## config.mk

```make
export PLATFORM = sky130hd
export DESIGN_NAME = systolic_mm_top
export DESIGN_NICKNAME = d
export VERILOG_FILES = /design/src/rtl/systolic_mm_top.sv
export SDC_FILE = /design/constraint.sdc
export NUM_CORES = 2
export LEC_CHECK = 0
export BUFFER_PORTS_ARGS = -buffer_cell sky130_fd_sc_hd__buf_2
export CAP_MARGIN = 20
export CORE_ASPECT_RATIO = 2
export CORE_MARGIN = 10
export CORE_UTILIZATION = 45
export DETAILED_ROUTE_END_ITERATION = 10
export GPL_ROUTABILITY_DRIVEN = 0
export PLACE_DENSITY = 0.71
export SLEW_MARGIN = 20
export SYNTH_ARGS = -nofsm -noshare
export SYNTH_HDL_FRONTEND = slang
export SYNTH_SLANG_ARGS = --single-unit
```

## constraint.sdc

```tcl
create_clock -name clk -period 25.4 [get_ports clk]
set_input_delay 5.08 -clock clk [delete_from_list [all_inputs] [get_ports clk]]
set_output_delay 5.08 -clock clk [all_outputs]
set_load 0.02 [all_outputs]
```

## src/rtl/systolic_mm_top.sv

```systemverilog
// Weight-stationary systolic matrix multiply: C = A x W for square matrices.
// Weight, activation and result buffers are sequenced by external enable strobes.
`timescale 1ns/1ps
module systolic_mm_top #(
  parameter int DATASIZE            = 8,
  parameter int ARRAYWIDTH          = 4,
  parameter int ARRAYHEIGHT         = 4,
  parameter int OUTPUT_BUF_DATASIZE = 32,
  parameter int DSP_DELAY           = 1
) (
  input  logic                                      clk,
  input  logic                                      rst,
  input  logic                                      weight_buffer_load_en,
  input  logic                                      weight_buffer_out_en,
  input  logic                                      write_weight_en,
  input  logic                                      input_buffer_load_en,
  input  logic                                      input_buffer_out_en,
  input  logic                                      output_buffer_load_en,
  input  logic                                      output_buffer_out_en,
  input  logic [DATASIZE*ARRAYWIDTH-1:0]            in_weight,
  input  logic [DATASIZE*ARRAYWIDTH-1:0]            in_act,
  output logic [OUTPUT_BUF_DATASIZE*ARRAYWIDTH-1:0] out_res
);
  localparam int AW = ARRAYWIDTH;
  localparam int AH = ARRAYHEIGHT;
  localparam int DS = DATASIZE;
  localparam int OW = OUTPUT_BUF_DATASIZE;
  localparam int D  = DSP_DELAY;
  localparam int RW = DS * AW;
  localparam int PW = (AH > 1) ? $clog2(AH) : 1;
  localparam int CW = PW + 1;

  function automatic logic [PW-1:0] ptr_inc(input logic [PW-1:0] p);
    return (p == PW'(AH - 1)) ? '0 : p + PW'(1);
  endfunction

  // Weight buffer; rows are read combinationally at the read pointer.
  logic [RW-1:0] wbuf [AH];
  logic [PW-1:0] wb_wr_ptr, wb_rd_ptr;
  logic [RW-1:0] w_rd_row;

  assign w_rd_row = wbuf[wb_rd_ptr];

  always_ff @(posedge clk) begin
    if (!rst) begin
      for (int i = 0; i < AH; i++) wbuf[i] <= '0;
      wb_wr_ptr <= '0;
      wb_rd_ptr <= '0;
    end else begin
      if (weight_buffer_load_en) begin
        wbuf[wb_wr_ptr] <= in_weight;
        wb_wr_ptr       <= ptr_inc(wb_wr_ptr);
      end
      if (weight_buffer_out_en) wb_rd_ptr <= ptr_inc(wb_rd_ptr);
    end
  end

  // Stationary weights: new rows enter PE row 0, older rows sink one row deeper.
  logic [DS-1:0] pe_w [AH][AW];

  always_ff @(posedge clk) begin
    if (!rst) begin
      for (int k = 0; k < AH; k++)
        for (int j = 0; j < AW; j++) pe_w[k][j] <= '0;
    end else if (write_weight_en) begin
      for (int j = 0; j < AW; j++) begin
        pe_w[0][j] <= w_rd_row[j*DS +: DS];
        for (int k = 1; k < AH; k++) pe_w[k][j] <= pe_w[k-1][j];
      end
    end
  end

  // Input buffer and row streamer: AH valid rows per out_en burst, then zeros.
  logic [RW-1:0] ibuf [AH];
  logic [PW-1:0] ib_wr_ptr, ib_rd_ptr;
  logic [CW-1:0] strm_cnt;
  logic          strm_active;
  logic [RW-1:0] strm_row;

  assign strm_active = input_buffer_out_en && (strm_cnt < CW'(AH));
  assign strm_row    = strm_active ? ibuf[ib_rd_ptr] : '0;

  always_ff @(posedge clk) begin
    if (!rst) begin
      for (int i = 0; i < AH; i++) ibuf[i] <= '0;
      ib_wr_ptr <= '0;
      ib_rd_ptr <= '0;
      strm_cnt  <= '0;
    end else begin
      if (input_buffer_load_en) begin
        ibuf[ib_wr_ptr] <= in_act;
        ib_wr_ptr       <= ptr_inc(ib_wr_ptr);
      end
      if (!input_buffer_out_en) begin
        strm_cnt <= '0;
      end else if (strm_active) begin
        strm_cnt  <= strm_cnt + CW'(1);
        ib_rd_ptr <= ptr_inc(ib_rd_ptr);
      end
    end
  end

  // Activation lanes carry {valid, data}; lane k is delayed k*D to meet its psum.
  logic [DS:0]   act_bus  [AH][AW+1];
  logic [OW-1:0] psum_bus [AH+1][AW];

  for (genvar k = 0; k < AH; k++) begin : g_skew
    localparam int N = k * D;
    logic [DS:0] lane_in;
    assign lane_in = {strm_active, strm_row[k*DS +: DS]};
    if (N == 0) begin : g_direct
      assign act_bus[k][0] = lane_in;
    end else begin : g_delay
      logic [DS:0] sr [N];
      always_ff @(posedge clk) begin
        if (!rst) begin
          for (int s = 0; s < N; s++) sr[s] <= '0;
        end else begin
          sr[0] <= lane_in;
          for (int s = 1; s < N; s++) sr[s] <= sr[s-1];
        end
      end
      assign act_bus[k][0] = sr[N-1];
    end
  end

  for (genvar j = 0; j < AW; j++) begin : g_top_psum
    assign psum_bus[0][j] = '0;
  end

  for (genvar k = 0; k < AH; k++) begin : g_row
    for (genvar j = 0; j < AW; j++) begin : g_col
      logic [2*DS-1:0] prod;
      logic [OW-1:0]   mac;
      logic [DS:0]     a_pipe [D];
      logic [OW-1:0]   p_pipe [D];

      assign prod = {{DS{1'b0}}, act_bus[k][j][DS-1:0]} * {{DS{1'b0}}, pe_w[k][j]};
      assign mac  = psum_bus[k][j] + OW'(prod);

      always_ff @(posedge clk) begin
        if (!rst) begin
          for (int s = 0; s < D; s++) begin
            a_pipe[s] <= '0;
            p_pipe[s] <= '0;
          end
        end else begin
          a_pipe[0] <= act_bus[k][j];
          p_pipe[0] <= mac;
          for (int s = 1; s < D; s++) begin
            a_pipe[s] <= a_pipe[s-1];
            p_pipe[s] <= p_pipe[s-1];
          end
        end
      end

      assign act_bus[k][j+1]  = a_pipe[D-1];
      assign psum_bus[k+1][j] = p_pipe[D-1];
    end
  end

  // De-skew: column j waits (AW-1-j)*D so one result row lines up across columns.
  logic [AW-1:0]    row_vld;
  logic [OW*AW-1:0] res_row;

  for (genvar j = 0; j < AW; j++) begin : g_deskew
    localparam int N = (AW - 1 - j) * D;
    logic [OW:0] lane_in;
    logic [OW:0] lane_out;
    assign lane_in = {act_bus[AH-1][j+1][DS], psum_bus[AH][j]};
    if (N == 0) begin : g_direct
      assign lane_out = lane_in;
    end else begin : g_delay
      logic [OW:0] sr [N];
      always_ff @(posedge clk) begin
        if (!rst) begin
          for (int s = 0; s < N; s++) sr[s] <= '0;
        end else begin
          sr[0] <= lane_in;
          for (int s = 1; s < N; s++) sr[s] <= sr[s-1];
        end
      end
      assign lane_out = sr[N-1];
    end
    assign row_vld[j]           = lane_out[OW];
    assign res_row[j*OW +: OW]  = lane_out[OW-1:0];
  end

  // Output buffer: rows arriving outside the load window are discarded.
  logic [OW*AW-1:0] obuf [AH];
  logic [PW-1:0]    ob_wr_ptr, ob_rd_ptr;

  always_ff @(posedge clk) begin
    if (!rst) begin
      for (int i = 0; i < AH; i++) obuf[i] <= '0;
      ob_wr_ptr <= '0;
      ob_rd_ptr <= '0;
    end else begin
      if (output_buffer_load_en && (&row_vld)) begin
        obuf[ob_wr_ptr] <= res_row;
        ob_wr_ptr       <= ptr_inc(ob_wr_ptr);
      end
      if (output_buffer_out_en) ob_rd_ptr <= ptr_inc(ob_rd_ptr);
    end
  end

  assign out_res = obuf[ob_rd_ptr];

endmodule

```

======== Word level (Yosys, flattened, before mapping) ========
Memory sizes are Yosys's and may differ from the RTL's. A register that Yosys moved wholly into a read port is not among the register bits.
Index checks and enable logic that the tools add are counted.
word-level totals
  bits in registers ....................... 15
  bits in latches ......................... 0
  bits in writable memories ............... 1713
  memory bits (read-only) ................. 0
  input bits .............................. 73
  logic and storage cells ................. 277
  memories kept ........................... 39
memories
  name                    words  width  read ports  clocked after Yosys merged registers in  write ports  line  text
  obuf                    4      128    1           1                                        4            190   logic [OW*AW-1:0] obuf [AH];
  ibuf                    4      32     1           1                                        4            74    logic [RW-1:0] ibuf [AH];
  pe_w                    4      32     4           0                                        4            59    logic [DS-1:0] pe_w [AH][AW];
  wbuf                    4      32     1           1                                        4            38    logic [RW-1:0] wbuf [AH];
  g_deskew[0].g_delay.sr  3      33     3           0                                        3            174   logic [OW:0] sr [N];
  g_deskew[1].g_delay.sr  2      33     2           0                                        2            174
  +33 memories            --     --     --          --                                       --           --
cells by class
  add/sub/neg operators ................... 19
  $mul .................................... 16
  divide/modulo/power cells ............... 0
  order comparisons ....................... 1
  equal/unequal tests ..................... 6
  shift-type cells ........................ 0
  mux-type cells .......................... 124
  bitwise operators ....................... 26
  reductions and logical operators ........ 39
operators by type and width
  operator                                                       number
  32-bit two-way mux                                             15
  32-bit OR reduction                                            14
  32-bit by 16-bit adder with 32-bit output                      12
  8-bit by 8-bit multiplier with 16-bit output                   16
  33-bit two-way mux                                             6
  9-bit two-way mux                                              19
  128-bit two-way mux                                            1
  8-bit two-way mux                                              16
  128-bit OR reduction                                           1
  9-bit OR reduction                                             14
  16-bit two-way mux                                             4
  16-bit OR reduction                                            4
  1-bit two-way mux                                              48
  33-bit OR reduction                                            1
  2-bit two-way mux                                              15
  1-bit bitwise OR                                               26
  2-bit by 1-bit adder with 2-bit output, second input constant  6
  2-bit == test, second input constant                           6
  2-bit AND reduction                                            2
  4-bit AND reduction                                            1
  3-bit by 1-bit adder with 3-bit output, second input constant  1
  3-bit < comparator, second input constant                      1
  1-bit logical AND                                              2

======== Longest topological paths before layout ========
An unclocked memory read counts as a cell.
  depth after elaboration ................. 8
  gate-level depth with buffers ........... 20
  mapped depth without buffers ............ 18

======== Least setup slack after synthesis ========
Ideal clock, no wire load.
  kind .................................... in2reg
  start point ............................. input output_buffer_load_en
  end point ............................... memory obuf[3][0] in the netlist's numbering (enable)
  arrival time ............................ 10.816 ns
  required time ........................... 24.771 ns
  path slack .............................. 13.955 ns
  stages on the path ...................... 2
  path buffers ............................ 0
  cell sequence ........................... nand2_1 o21ai_0
RTL lines
  what             line  text
  start, declared  18    input logic output_buffer_load_en,
  end, declared    190

======== Final worst setup path ========
  start point ............................. input input_buffer_out_en
  end point ............................... memory g_row[0].g_col[0].p_pipe[0][15] in the netlist's numbering
between the ends
  longest elaborated chain between the ends .. 4
ends and longest elaborated chain
  what                                          line  text
  start, declared                               17    input logic input_buffer_out_en,
  1-bit logical AND                             80    assign strm_active = input_buffer_out_en && (strm_cnt < CW'(AH));
  32-bit two-way mux                            81    assign strm_row = strm_active ? ibuf[ib_rd_ptr] : '0;
  8-bit by 8-bit multiplier with 16-bit output  138   assign prod = {{DS{1'b0}}, act_bus[k][j][DS-1:0]} * {{DS{1'b0}}, pe_w[k][j]};
  16-bit two-way mux (no source line)           --
  end, declared                                 136   logic [OW-1:0] p_pipe [D];
Every way passes these cells.

==> results.yml <==
clock_network:
  cts_root_buffer: "clkbuf_16"
  postCtsHoldBufs: 0
  htreeDepth: 3
  post-cts-setup-buffers: 0
  cts_resized: 0
  clk_pin_slew_ps: 70
  cts_tree: "done"
  numCtsBuffers: 114
  clock-sinks: 1288
  clkLatencyLatePin_ps: 730
  cts_buffer_depth: 3
sta:
  rsz0062_at_grt: "false"
  tightest_slew_ps: 970
  fin_crit_ps: 9150
  hold_viol: 0
  setup_viol: 0
  relSlewSlack_pct: 35.3
  max_freq_mhz: 109
  worst_clock_skew_ps: 24.5
  fin_setup_tns_ps: 0
  finalCritPeriodShare_pct: 36.0
  slew_viol_final: 0
critical_path:
  critical_path.max_fanout: 93
  max_stage_delay_ps: 530
  required_ps: 25980
  crit_family: "adder cells"
  cpMaxStageDelayCell: "buf_4"
  crit_path_start: "input_buffer_out_en"
  crit_type: "input port to flip-flop"
  critical_path.cell_chain: "buf_2 > nor2b_4 > buf_4 > and2_1 > nand2_1 > fa_1 > inv_1 > fa_1 > fa_1 > inv_1 > fa_1 > inv_1 > ha_1 > or2_2 > a21oi_1 > a21oi_1 > a211oi_1 > or3_1 > a21oi_1"
  cp_common_cell: "fa_1"
  critPathBufInv: 5
  timing.critical_path.from_type: "input port"
  end_kind: "flip-flop"
  critPathArrivalTime_ps: 9730
finish:
  fillers: 16847
  area_growth_syn_to_layout_pct: 8.25
  fin_nets: 9371
  drive_gt1_share_pct: 6.98
  final_cells: 10513
  fin_util_pct: 49.0
  layout_common_cells: "inv_1 (1426), and2_1 (1336), fa_1 (748)"
  fin_area_um2: 91900
  final_common_cell: "inv_1"
power_and_ir_drop:
  p_per_area_nw_per_um2: 49.5
  leakagePower_nw: 43.2
  fin_total_pwr_mw: 4.55
  ir_drop_v: 0.0000789
synthesis:
  syn_area_um2: 84900
  ys_types: 75
  ys_warn_count: 0
  synthSimpleGateAreaFrac_pct: 17.5
  synth_flop_cell: "edfxtp_1"
  synth_edf_count: 696
  synth_top_area_share_pct: 24.6
  yosys.area.top_type: "edfxtp_1"
  synth-xor-area-share_pct: 1.25
  synth_area_leaders: "edfxtp_1 (25%), fa_1 (18%), dfxtp_1 (14%)"
  avgSynthCellArea_um2: 10.8
  synth_compound_area_share_pct: 3.42
  ys_async_sr_fraction_pct: 0
  synthMuxAreaShare_pct: 4.27
  ys_seq_elements: 1288
  yosys.area_share.adder_pct: 27.0
  synth_seq_area_share_pct: 38.6
  synthCells: 7881
  synth_top_family_by_area: "adder cells"
global_routing:
  grt_max_degree: 130
  grt_pass1_vias: 57920
  grt_pass1_wl_um: 283000
  track_usage_pct: 16.4
  grt_overflow: 0
  antenna_found_initial: 2
placement:
  dp_hpwl_um: 126000
  port-buffer-count: 152
  place_inst: 10296
  dpl-instance-area_um2: 88000
route:
  wl_um: 167000
  drt-pass1-iter-count: 7
  ant_nets: 0
  dr.first_iter.drc_count: 2457
  dr_total_vias: 52108
  drc: 0
  wl_per_cell_um: 15.9
  vias_per_cell: 4.96
floorplanning:
  fp.dieW_um: 327
  rows: 225
  pin_count: 201
  dieArea_um2: 208000
  core_um2: 188000
  fp.dieH_um: 634
  initial_utilization_pct: 45.2
hold_path:
  hold_path_class: "flip-flop to flip-flop"
  hp-start: "g_row[3].g_col[2].p_pipe[0][17]$_SDFF_PN0_"
outcome:
  status: "completed"
job:
  cap_violations: 0
==> worst register-to-register path, cell delays in order (launching register included) <==
cell and delay, ps:
dfxtp_2 670, buf_4 450, mux4_2 690, and3_1 250
fa_1 530, inv_1 50, fa_1 530, inv_1 50
fa_1 480, inv_1 50, fa_1 470, inv_1 40
ha_1 330, o21ai_0 160, a21oi_1 290, a211oi_1 160
or3_1 370, a21oi_1 140
==> synthesized netlist by cell type (6+ instances only) <==
cell / number
inv_1: 1426
and2_1: 1336
fa_1: 748
edfxtp_1: 696
ha_1: 635
dfxtp_1: 592
nand2_1: 563
and3_1: 294
clkbuf_1: 242
nor2_1: 241
mux4_2: 144
a21oi_1: 121
o21ai_0: 91
a21o_1: 74
nor3_1: 73
xor2_1: 61
xnor2_1: 60
nand2b_1: 50
buf_4: 48
nor2b_1: 48
mux2i_1: 37
nand3_1: 32
o21a_1: 27
nor3b_1: 22
a31oi_1: 21
a211oi_1: 17
buf_2: 16
or3_1: 15
o21bai_1: 14
buf_1: 12
o31ai_1: 12
nor4_1: 8
nand4_1: 7
a21boi_0: 6
o21ai_1: 6
o31a_1: 6
or2_2: 6
==> logic make-up after synthesis <==
logic type                 after synthesis
buffers and inverters                 1745
DFF                                   1288
and+or+nand+nor                       2713
xor gates and xnor gates               121
other                                    1
muxes                                  182
adders and majority gates             1383
AOI/OAI and AO/OA                      448
==> per-stage QoR <==
step / hold WS [ps] / setup slack [ps]
after detailed placement: 417 / 15590
after floorplan: 412 / 13960
after global routing: 433 / 16030
final: 428 / 16250
after global placement: 417 / 15630
after CTS: 425 / 16380
==> per-layer routing <==
layer  vias up  track usage (%)  wire, µm
li1      25015                -         -
met4         0             5.81      5080
met1     25891             16.9     62800
met3       348             2.16      5610
met2       854             32.9     93800
met5         -                0         0
==> final cells by class <==
cell class / count / area (µm²) / share of cell area, %
antenna: 2 / 5.00 / 0.00544
clock buffer: 144 / 3070 / 3.34
clock inverter: 71 / 813 / 0.885
inverter: 1427 / 5360 / 5.84
multi-input combinational: 4895 / 45700 / 49.7
sequential: 1288 / 32800 / 35.6
tap: 2497 / 3120 / 3.40
timing repair buffer: 189 / 1080 / 1.17
==> power breakdown <==
part / switching, mW / internal (mW) / leakage (nW)
Combinational: 0.241 / 0.166 / 29.3
Sequential: 0.0754 / 2.28 / 12.0
Clock: 0.788 / 0.998 / 1.88
==> state kept, by name, summed over array words and instances, names as in the netlist, named ones only <==
register,cells
ib_wr_ptr,2
ob_rd_ptr,2
ob_wr_ptr,2
ibuf,128
strm_cnt,3
wbuf,128
g_skew.g_delay.sr,50
ib_rd_ptr,2
g_row.g_col.a_pipe,98
wb_wr_ptr,2
wb_rd_ptr,2
g_row.g_col.p_pipe,292
pe_w,128
g_deskew.g_delay.sr,123
obuf,320
==> worst paths after layout <==
check                                                             endpoint  slack (ps)  cells after the start
worst max register to register  g_row[0].g_col[0].p_pipe[0][15]$_SDFF_PN0_       19630                     17
worst min register to register    g_deskew[2].g_delay.sr[0][17]$_SDFF_PN0_         430                      1
worst max-delay path            g_row[0].g_col[0].p_pipe[0][15]$_SDFF_PN0_       16250                     19
worst min-delay path              g_deskew[2].g_delay.sr[0][17]$_SDFF_PN0_         430                      1
Power figures use the tool's default switching activity.
